## src/rtl/multiply_add_unit.sv

```systemverilog
// Radix-2 FFT butterfly: Y = A + w*B, Z = A - w*B on packed {real, imag} Q6.10 operands.
// Three register stages (operands, products, saturated results), one butterfly per clock.
module multiply_add_unit #(
  parameter int DW   = 16,
  parameter int FRAC = 10
) (
  input  logic            Clk,
  input  logic            Rst,
  input  logic [2*DW-1:0] A,
  input  logic [2*DW-1:0] B,
  input  logic [2*DW-1:0] w,
  output logic [2*DW-1:0] Y,
  output logic [2*DW-1:0] Z
);

  localparam int PW = 2 * DW;      // one signed product
  localparam int SW = 2 * DW + 2;  // butterfly sum before saturation

  // Arithmetic shift by FRAC: truncation toward minus infinity, width kept.
  function automatic logic signed [PW:0] scale(input logic signed [PW:0] p);
    return p >>> FRAC;
  endfunction

  // Clip a wide signed sum to DW bits; in range when all bits above DW-2 agree.
  function automatic logic signed [DW-1:0] sat(input logic signed [SW-1:0] x);
    logic [SW-DW:0] top;
    top = x[SW-1:DW-1];
    if (top == '0 || top == '1)
      return x[DW-1:0];
    else if (x[SW-1])
      return {1'b1, {(DW-1){1'b0}}};
    else
      return {1'b0, {(DW-1){1'b1}}};
  endfunction

  // Stage 1: operand registers
  logic [2*DW-1:0] a_p0;
  logic [2*DW-1:0] b_p0;
  logic [2*DW-1:0] w_p0;
  logic            vld_p0;

  always_ff @(posedge Clk) begin
    if (Rst) begin
      a_p0   <= '0;
      b_p0   <= '0;
      w_p0   <= '0;
      vld_p0 <= 1'b0;
    end else begin
      a_p0   <= A;
      b_p0   <= B;
      w_p0   <= w;
      vld_p0 <= 1'b1;
    end
  end

  logic signed [DW-1:0] br_p0;
  logic signed [DW-1:0] bi_p0;
  logic signed [DW-1:0] wr_p0;
  logic signed [DW-1:0] wi_p0;
  logic signed [PW-1:0] brwr_p0;
  logic signed [PW-1:0] biwi_p0;
  logic signed [PW-1:0] biwr_p0;
  logic signed [PW-1:0] brwi_p0;

  always_comb begin
    br_p0   = b_p0[2*DW-1:DW];
    bi_p0   = b_p0[DW-1:0];
    wr_p0   = w_p0[2*DW-1:DW];
    wi_p0   = w_p0[DW-1:0];
    brwr_p0 = br_p0 * wr_p0;
    biwi_p0 = bi_p0 * wi_p0;
    biwr_p0 = bi_p0 * wr_p0;
    brwi_p0 = br_p0 * wi_p0;
  end

  // Stage 2: product registers, A delayed alongside
  logic signed [DW-1:0] ar_p1;
  logic signed [DW-1:0] ai_p1;
  logic signed [PW-1:0] brwr_p1;
  logic signed [PW-1:0] biwi_p1;
  logic signed [PW-1:0] biwr_p1;
  logic signed [PW-1:0] brwi_p1;
  logic                 vld_p1;

  always_ff @(posedge Clk) begin
    if (Rst) begin
      ar_p1   <= '0;
      ai_p1   <= '0;
      brwr_p1 <= '0;
      biwi_p1 <= '0;
      biwr_p1 <= '0;
      brwi_p1 <= '0;
      vld_p1  <= 1'b0;
    end else begin
      ar_p1   <= a_p0[2*DW-1:DW];
      ai_p1   <= a_p0[DW-1:0];
      brwr_p1 <= brwr_p0;
      biwi_p1 <= biwi_p0;
      biwr_p1 <= biwr_p0;
      brwi_p1 <= brwi_p0;
      vld_p1  <= vld_p0;
    end
  end

  logic signed [PW:0]    pr_p1;
  logic signed [PW:0]    pi_p1;
  logic signed [PW:0]    prs_p1;
  logic signed [PW:0]    pis_p1;
  logic signed [SW-1:0]  are_p1;
  logic signed [SW-1:0]  aie_p1;
  logic signed [SW-1:0]  yr_p1;
  logic signed [SW-1:0]  yi_p1;
  logic signed [SW-1:0]  zr_p1;
  logic signed [SW-1:0]  zi_p1;

  always_comb begin
    pr_p1  = $signed({brwr_p1[PW-1], brwr_p1}) - $signed({biwi_p1[PW-1], biwi_p1});
    pi_p1  = $signed({biwr_p1[PW-1], biwr_p1}) + $signed({brwi_p1[PW-1], brwi_p1});
    prs_p1 = scale(pr_p1);
    pis_p1 = scale(pi_p1);
    are_p1 = $signed({{(SW-DW){ar_p1[DW-1]}}, ar_p1});
    aie_p1 = $signed({{(SW-DW){ai_p1[DW-1]}}, ai_p1});
    yr_p1  = are_p1 + $signed({prs_p1[PW], prs_p1});
    yi_p1  = aie_p1 + $signed({pis_p1[PW], pis_p1});
    zr_p1  = are_p1 - $signed({prs_p1[PW], prs_p1});
    zi_p1  = aie_p1 - $signed({pis_p1[PW], pis_p1});
  end

  // Stage 3: saturated, repacked results
  logic [2*DW-1:0] y_p2;
  logic [2*DW-1:0] z_p2;

  always_ff @(posedge Clk) begin
    if (Rst) begin
      y_p2 <= '0;
      z_p2 <= '0;
    end else if (vld_p1) begin
      y_p2 <= {sat(yr_p1), sat(yi_p1)};
      z_p2 <= {sat(zr_p1), sat(zi_p1)};
    end else begin
      y_p2 <= '0;
      z_p2 <= '0;
    end
  end

  assign Y = y_p2;
  assign Z = z_p2;

endmodule

```

## config.mk

```make
export PLATFORM = sky130hd
export DESIGN_NAME = multiply_add_unit
export DESIGN_NICKNAME = d
export VERILOG_FILES = /design/src/rtl/multiply_add_unit.sv
export SDC_FILE = /design/constraint.sdc
export NUM_CORES = 2
export LEC_CHECK = 0
export CORE_MARGIN = 10
export CORE_UTILIZATION = 40
export CTS_CLUSTER_DIAMETER = 100
export DETAILED_ROUTE_END_ITERATION = 8
export SYNTH_ARGS = -nofsm -noshare
export SYNTH_HDL_FRONTEND = slang
export SYNTH_SLANG_ARGS = --single-unit
```

## constraint.sdc

```tcl
create_clock -name Clk -period 6.1 [get_ports Clk]
set_input_delay 1.83 -clock Clk [delete_from_list [all_inputs] [get_ports Clk]]
set_output_delay 1.83 -clock Clk [all_outputs]
set_load 0.1 [all_outputs]
```

Word level (Yosys, flattened, before mapping)
Index checks and enable logic that the tools add are counted.

Flip-flop bits (word level): 322. Latch bits: 0. RAM bits: 0. ROM bits: 0. Input port bits: 98. Word-level logic and storage cells: 46. Memories kept: 0.

$add $sub $neg: 6. Multipliers: 4. Div/mod/pow operators: 0. Order comparisons: 0. Eq/ne operators: 4. Shift-type cells: 0. Muxes and demuxes: 9. Bitwise gates (word level): 1. Reduce and logical (&&, ||, !) cells: 9.

Operator list (number): 16-bit by 16-bit multiplier with 32-bit output (4); 16-bit two-way mux (8); 19-bit equality test (second input constant) (4); 19-bit logical NOT (4); 16-bit by 23-bit adder with 24-bit output (2); 16-bit by 23-bit subtractor with 24-bit output (2); 32-bit by 32-bit adder with 33-bit output (1); 32-bit by 32-bit subtractor with 33-bit output (1); 1-bit logical OR (4); 2-bit OR reduction (1); 1-bit two-way mux (1); 1-bit NOT (1).

Logic depth before layout (Yosys ltp)
Depth after elaboration: 5. Gate-level depth with buffers: 26. Depth with buffers taken out: 24.

Least setup slack after synthesis
Ideal clock, no wire load.

Path kind: register to register. Start: register b_p0[31]. End: register brwi_p1[31]. Setup time: 128 ps. Data arrival time: 6278 ps. Setup slack: -306 ps. Cell stages (with the launch flop): 24. Buffers on the path: 2. Period minus slack after synthesis: 6406 ps. Cell sequence: dfxtp_1 > clkbuf_1 > nand2_1 > inv_1 > fa_1 > fa_1 > fa_1 > fa_1 > fa_1 > inv_1 > fa_1 > inv_1 > ha_1 > clkbuf_1 > a21o_1 > a21o_1 > a21oi_1 > inv_1 > a211o_1 > a2111oi_0 > nor2_1 > a31oi_1 > xnor2_1 > nor2_1.

Word-level cells in the longest chain between the ends: 1.

Ends and longest elaborated chain: from (decl) (RTL line 38) `logic [2*DW-1:0] b_p0;`; from (signal assigned) (RTL line 45) `b_p0 <= '0;`; from (signal assigned) (RTL line 50) `b_p0 <= B;`; 16-bit by 16-bit multiplier with 32-bit output (RTL line 73) `brwi_p0 = br_p0 * wi_p0;`; to (signal assigned) (RTL line 100) `brwi_p1 <= brwi_p0;`; to (decl) (RTL line 82) `logic signed [PW-1:0] brwi_p1;`.

No other way between the ends. A chain may end at the register's enable or synchronous reset.

Worst setup path after layout
Start: register w_p0[20]. End: register biwr_p1[28].

Word-level cells in the longest chain between the ends: 1.

Ends and longest elaborated chain: from (decl) (RTL line 39) `logic [2*DW-1:0] w_p0;`; from (signal assigned) (RTL line 51) `w_p0 <= w;`; 16-bit by 16-bit multiplier with 32-bit output (RTL line 72) `biwr_p0 = bi_p0 * wr_p0;`; to (signal assigned) (RTL line 99) `biwr_p1 <= biwr_p0;`; to (decl) (RTL line 81) `logic signed [PW-1:0] biwr_p1;`.

No other way between the ends.

==> out/qor.csv <==
metric;value;unit
Final Cell Area;68000;um2
Die Span Y;391;um
max_cap viols;0;
synth unique cells;81;
Fin Hold WS;0.433;ns
r2r worst-path depth;22;
cell area after placement;63100;um2
r2r setup slk;-0.05;ns
Min-Delay Endpoint;ar_p1[12]$_SDFF_PP0_;
first-pass GRT wire length;256000;um
Routed WL per cell;19.3;um
number of enable flip-flop cells after synthesis;0;
Async SR Flop Fraction;0;%
slew of the pin with the lowest slew margin;1.15;ns
GP Congestion;0.914;
CP Class;register to register;
max-slew violations;0;
Netlist Area Pre-Place;55000;um2
Synthesis Warnings;0;
die area;153000;um2
Worst Setup End Kind;register;
PwrDens;389;nW/um2
critical path arrival;6.69;ns
Post-Syn Area per Cell;9.05;um2
syn_nets;7710;
dpl cells;8341;
share of the synthesized area in the top cell type;38.3;%
nets@finish;8355;
Initial Util;40.4;%
H-tree depth;2;
post-detail-place hpwl;132000;um
Synth area leader;fa_1;
worst flop-to-flop path startpoint;w_p0[20]$_SDFF_PP0_;
vias per std cell;4.98;
Hold Buf Count CTS;0;
RSZ-0062 raised after global routing;true;
critical path's largest stage delay;0.54;ns
clk buf depth;3;
Num CTS Buffers;46;
Crit-path slowest cell;fa_1;
Hold Path Class;register to register;
I/O Pins;162;
DR pass1 iterations;6;
LEAKAGE;0.0337;uW
Seq/Total Area, Yosys;11.7;%
P&R area growth vs syn;23.7;%
FF-to-FF End;biwr_p1[28]$_SDFF_PP0_;
die width;391;um
Iteration-0 DRC Markers;2320;
Fmax;0.163;GHz
Finished Core Util;50.0;%
Row Count;135;
CTS tree;built;
vias in the first global route;45500;
Clock Skew;0.0346;ns
# setup viols final;5;
area of the core;136000;um2
ANT nets after route;0;
Root Driver;clkbuf_16;
CP Max Fanout;6;
failing checks;setup timing;
Residual DRC;0;
largest net degree at the start of global routing;140;
fin crit period;6.15;ns
Synth Flop Type;dfxtp_1;
Non-Filler Instances;8537;
Synth area leaders;fa_1, dfxtp_1, ha_1;
CP Launch Type;register;
grt ovf;0;
cell mode on critical path;fa_1;
initial antenna violation count;9;
dpl ws;-0.461;ns
Worst Path Required;6.64;ns
layout cells sized above 1;17.3;%
Fill cells;12500;
Routed Wire Length;165000;um
critical hold path startpoint;a_p0[28]$_SDFF_PP0_;
#FFs+latches synth;322;
IO buf count;161;
Clock Latency Late Sink;0.63;ns
VDD IR max;0.368;mV
critical-path cell list;buf_12, buf_8, and2_4, fa_1, inv_1, fa_2, fa_1, fa_1, inv_1, fa_1, fa_1, ha_4, and4_4, o211ai_1, buf_4, a21oi_4, o2111ai_2, a31oi_2, and4_4, nor4_2, or3_1, a21oi_1;
final worst path period share;101;%
slack of the critical path;-0.0529;ns
CTS clk-pin slew, worst paths;0.05;ns
Final Hold Violating Endpoints;0;
GRT Overall Usage;21.3;%
CTS sink cnt;322;
DR vias;42500;
Post-Synthesis Cells;6075;
slew margin rel.;23.1;%
status;complete, but fails checks;
hold depth;1;
## synth_stat cells, types with 108 or more instances
library cell,number
inv_1,1285
fa_1,1052
nand2_1,572
and2_1,492
ha_1,485
dfxtp_1,322
nor2_1,256
clkbuf_1,240
a21oi_1,212
nor2b_1,178
xnor2_1,177
o21ai_0,108
## layout by cell type (no fill, tap or decap), types with 35 or more instances in the layout
cell type           n
fa_1             1008
buf_6              58
a21oi_1           175
nor2_1            246
o21bai_1           45
xnor2_1           171
buf_4             540
a21oi_2            35
fa_2               44
clkdlybuf4s50_1   160
o21ai_0            86
clkbuf_16          54
nor2b_1           178
a21o_1             91
and2_1            462
ha_1              445
dfxtp_1           278
nand2_1           555
buf_12             88
nand2b_1           43
inv_1            1239
nor3_1             42
xor2_1             74
inv_2              47
## repair_timing
| action | CTS | global route |
|---|---|---|
| gates cloned | 6 | 8 |
| setup endpoints to repair | 55 | 107 |
| resized for setup | 222 | 305 |
| pin swaps | 139 | 227 |
| buffers inserted | 50 | 59 |
## cell families (layout without fill, tap and decap cells)
logic type / count (synthesis) / after routing / share of synthesized area (%)
compound gates: 676 / 676 / 8.24
other cells: 0 / 1 / 0
buf+inv: 1555 / 2235 / 10.7
simple gates: 1727 / 1727 / 15.8
fa+ha+maj: 1537 / 1537 / 49.4
flops: 322 / 322 / 11.7
mux: 5 / 5 / 0.0933
xor+xnor: 253 / 253 / 4.03
## layer usage
| layer | GRT usage [%] | part of all wire [%] |
|---|---|---|
| met1 | 28.0 | 43 |
| met4 | 6.38 | 3.9 |
| met5 | 0 | 0.044 |
| met2 | 35.5 | 46 |
| met3 | 3.85 | 6.7 |
## worst max path at each step
stage	startpoint	end	slack [ns]	depth (start not counted)
2_1_floorplan	b_p0[31]$_SDFF_PP0_	brwi_p1[31]$_SDFF_PP0_	-0.03	23
3_3_place_gp	w_p0[4]$_SDFF_PP0_	biwi_p1[31]$_SDFF_PP0_	-0.56	26
3_5_place_dp	w_p0[18]$_SDFF_PP0_	biwr_p1[31]$_SDFF_PP0_	-0.46	24
4_1_cts	b_p0[7]$_SDFF_PP0_	biwr_p1[31]$_SDFF_PP0_	-0.03	25
5_1_grt	w_p0[21]$_SDFF_PP0_	biwr_p1[28]$_SDFF_PP0_	-0.27	24
6_report	w_p0[20]$_SDFF_PP0_	biwr_p1[28]$_SDFF_PP0_	-0.05	22
## final cells by class
cell class / instances / area, um2 / area share, %
antenna: 1 / 2.50 / 0.00368
sequential: 322 / 6560 / 9.66
timing repair buffer: 866 / 8510 / 12.5
tap: 1781 / 2230 / 3.28
clock buffer: 54 / 1230 / 1.81
multi-input combinational: 4198 / 44200 / 65.0
clock inverter: 29 / 455 / 0.670
inverter: 1286 / 4830 / 7.10
## power breakdown
| group | switching, uW | leakage [uW] | internal [uW] | total [uW] |
|---|---|---|---|---|
| Sequential | 315 | 0.00268 | 2560 | 2880 |
| Clock | 1150 | 0.000810 | 1870 | 3020 |
| Combinational | 12000 | 0.0302 | 8570 | 20500 |
| Total | 13400 | 0.0337 | 13000 | 26400 |
## per-stage QoR
step / setup TNS (ns) / power (uW)
after floorplan: -0.0328 / 15500
after global placement: -7.99 / 21700
after detailed placement: -8.28 / 21900
after CTS: -0.131 / 25600
after global routing: -3.33 / 28700
final: -0.140 / 26400
## worst max-delay path, delay by kind of cell (launching register included)
family / cells / cell delay [ns]
flip-flops: 1 / 0.35
AO/OA/AOI/OAI: 5 / 0.79
adder cells (fa/ha/maj): 7 / 3.31
AND/OR/NAND/NOR: 5 / 1.05
buffers and inverters: 5 / 0.56
No activity file was read; power rests on OpenSTA's default activity.
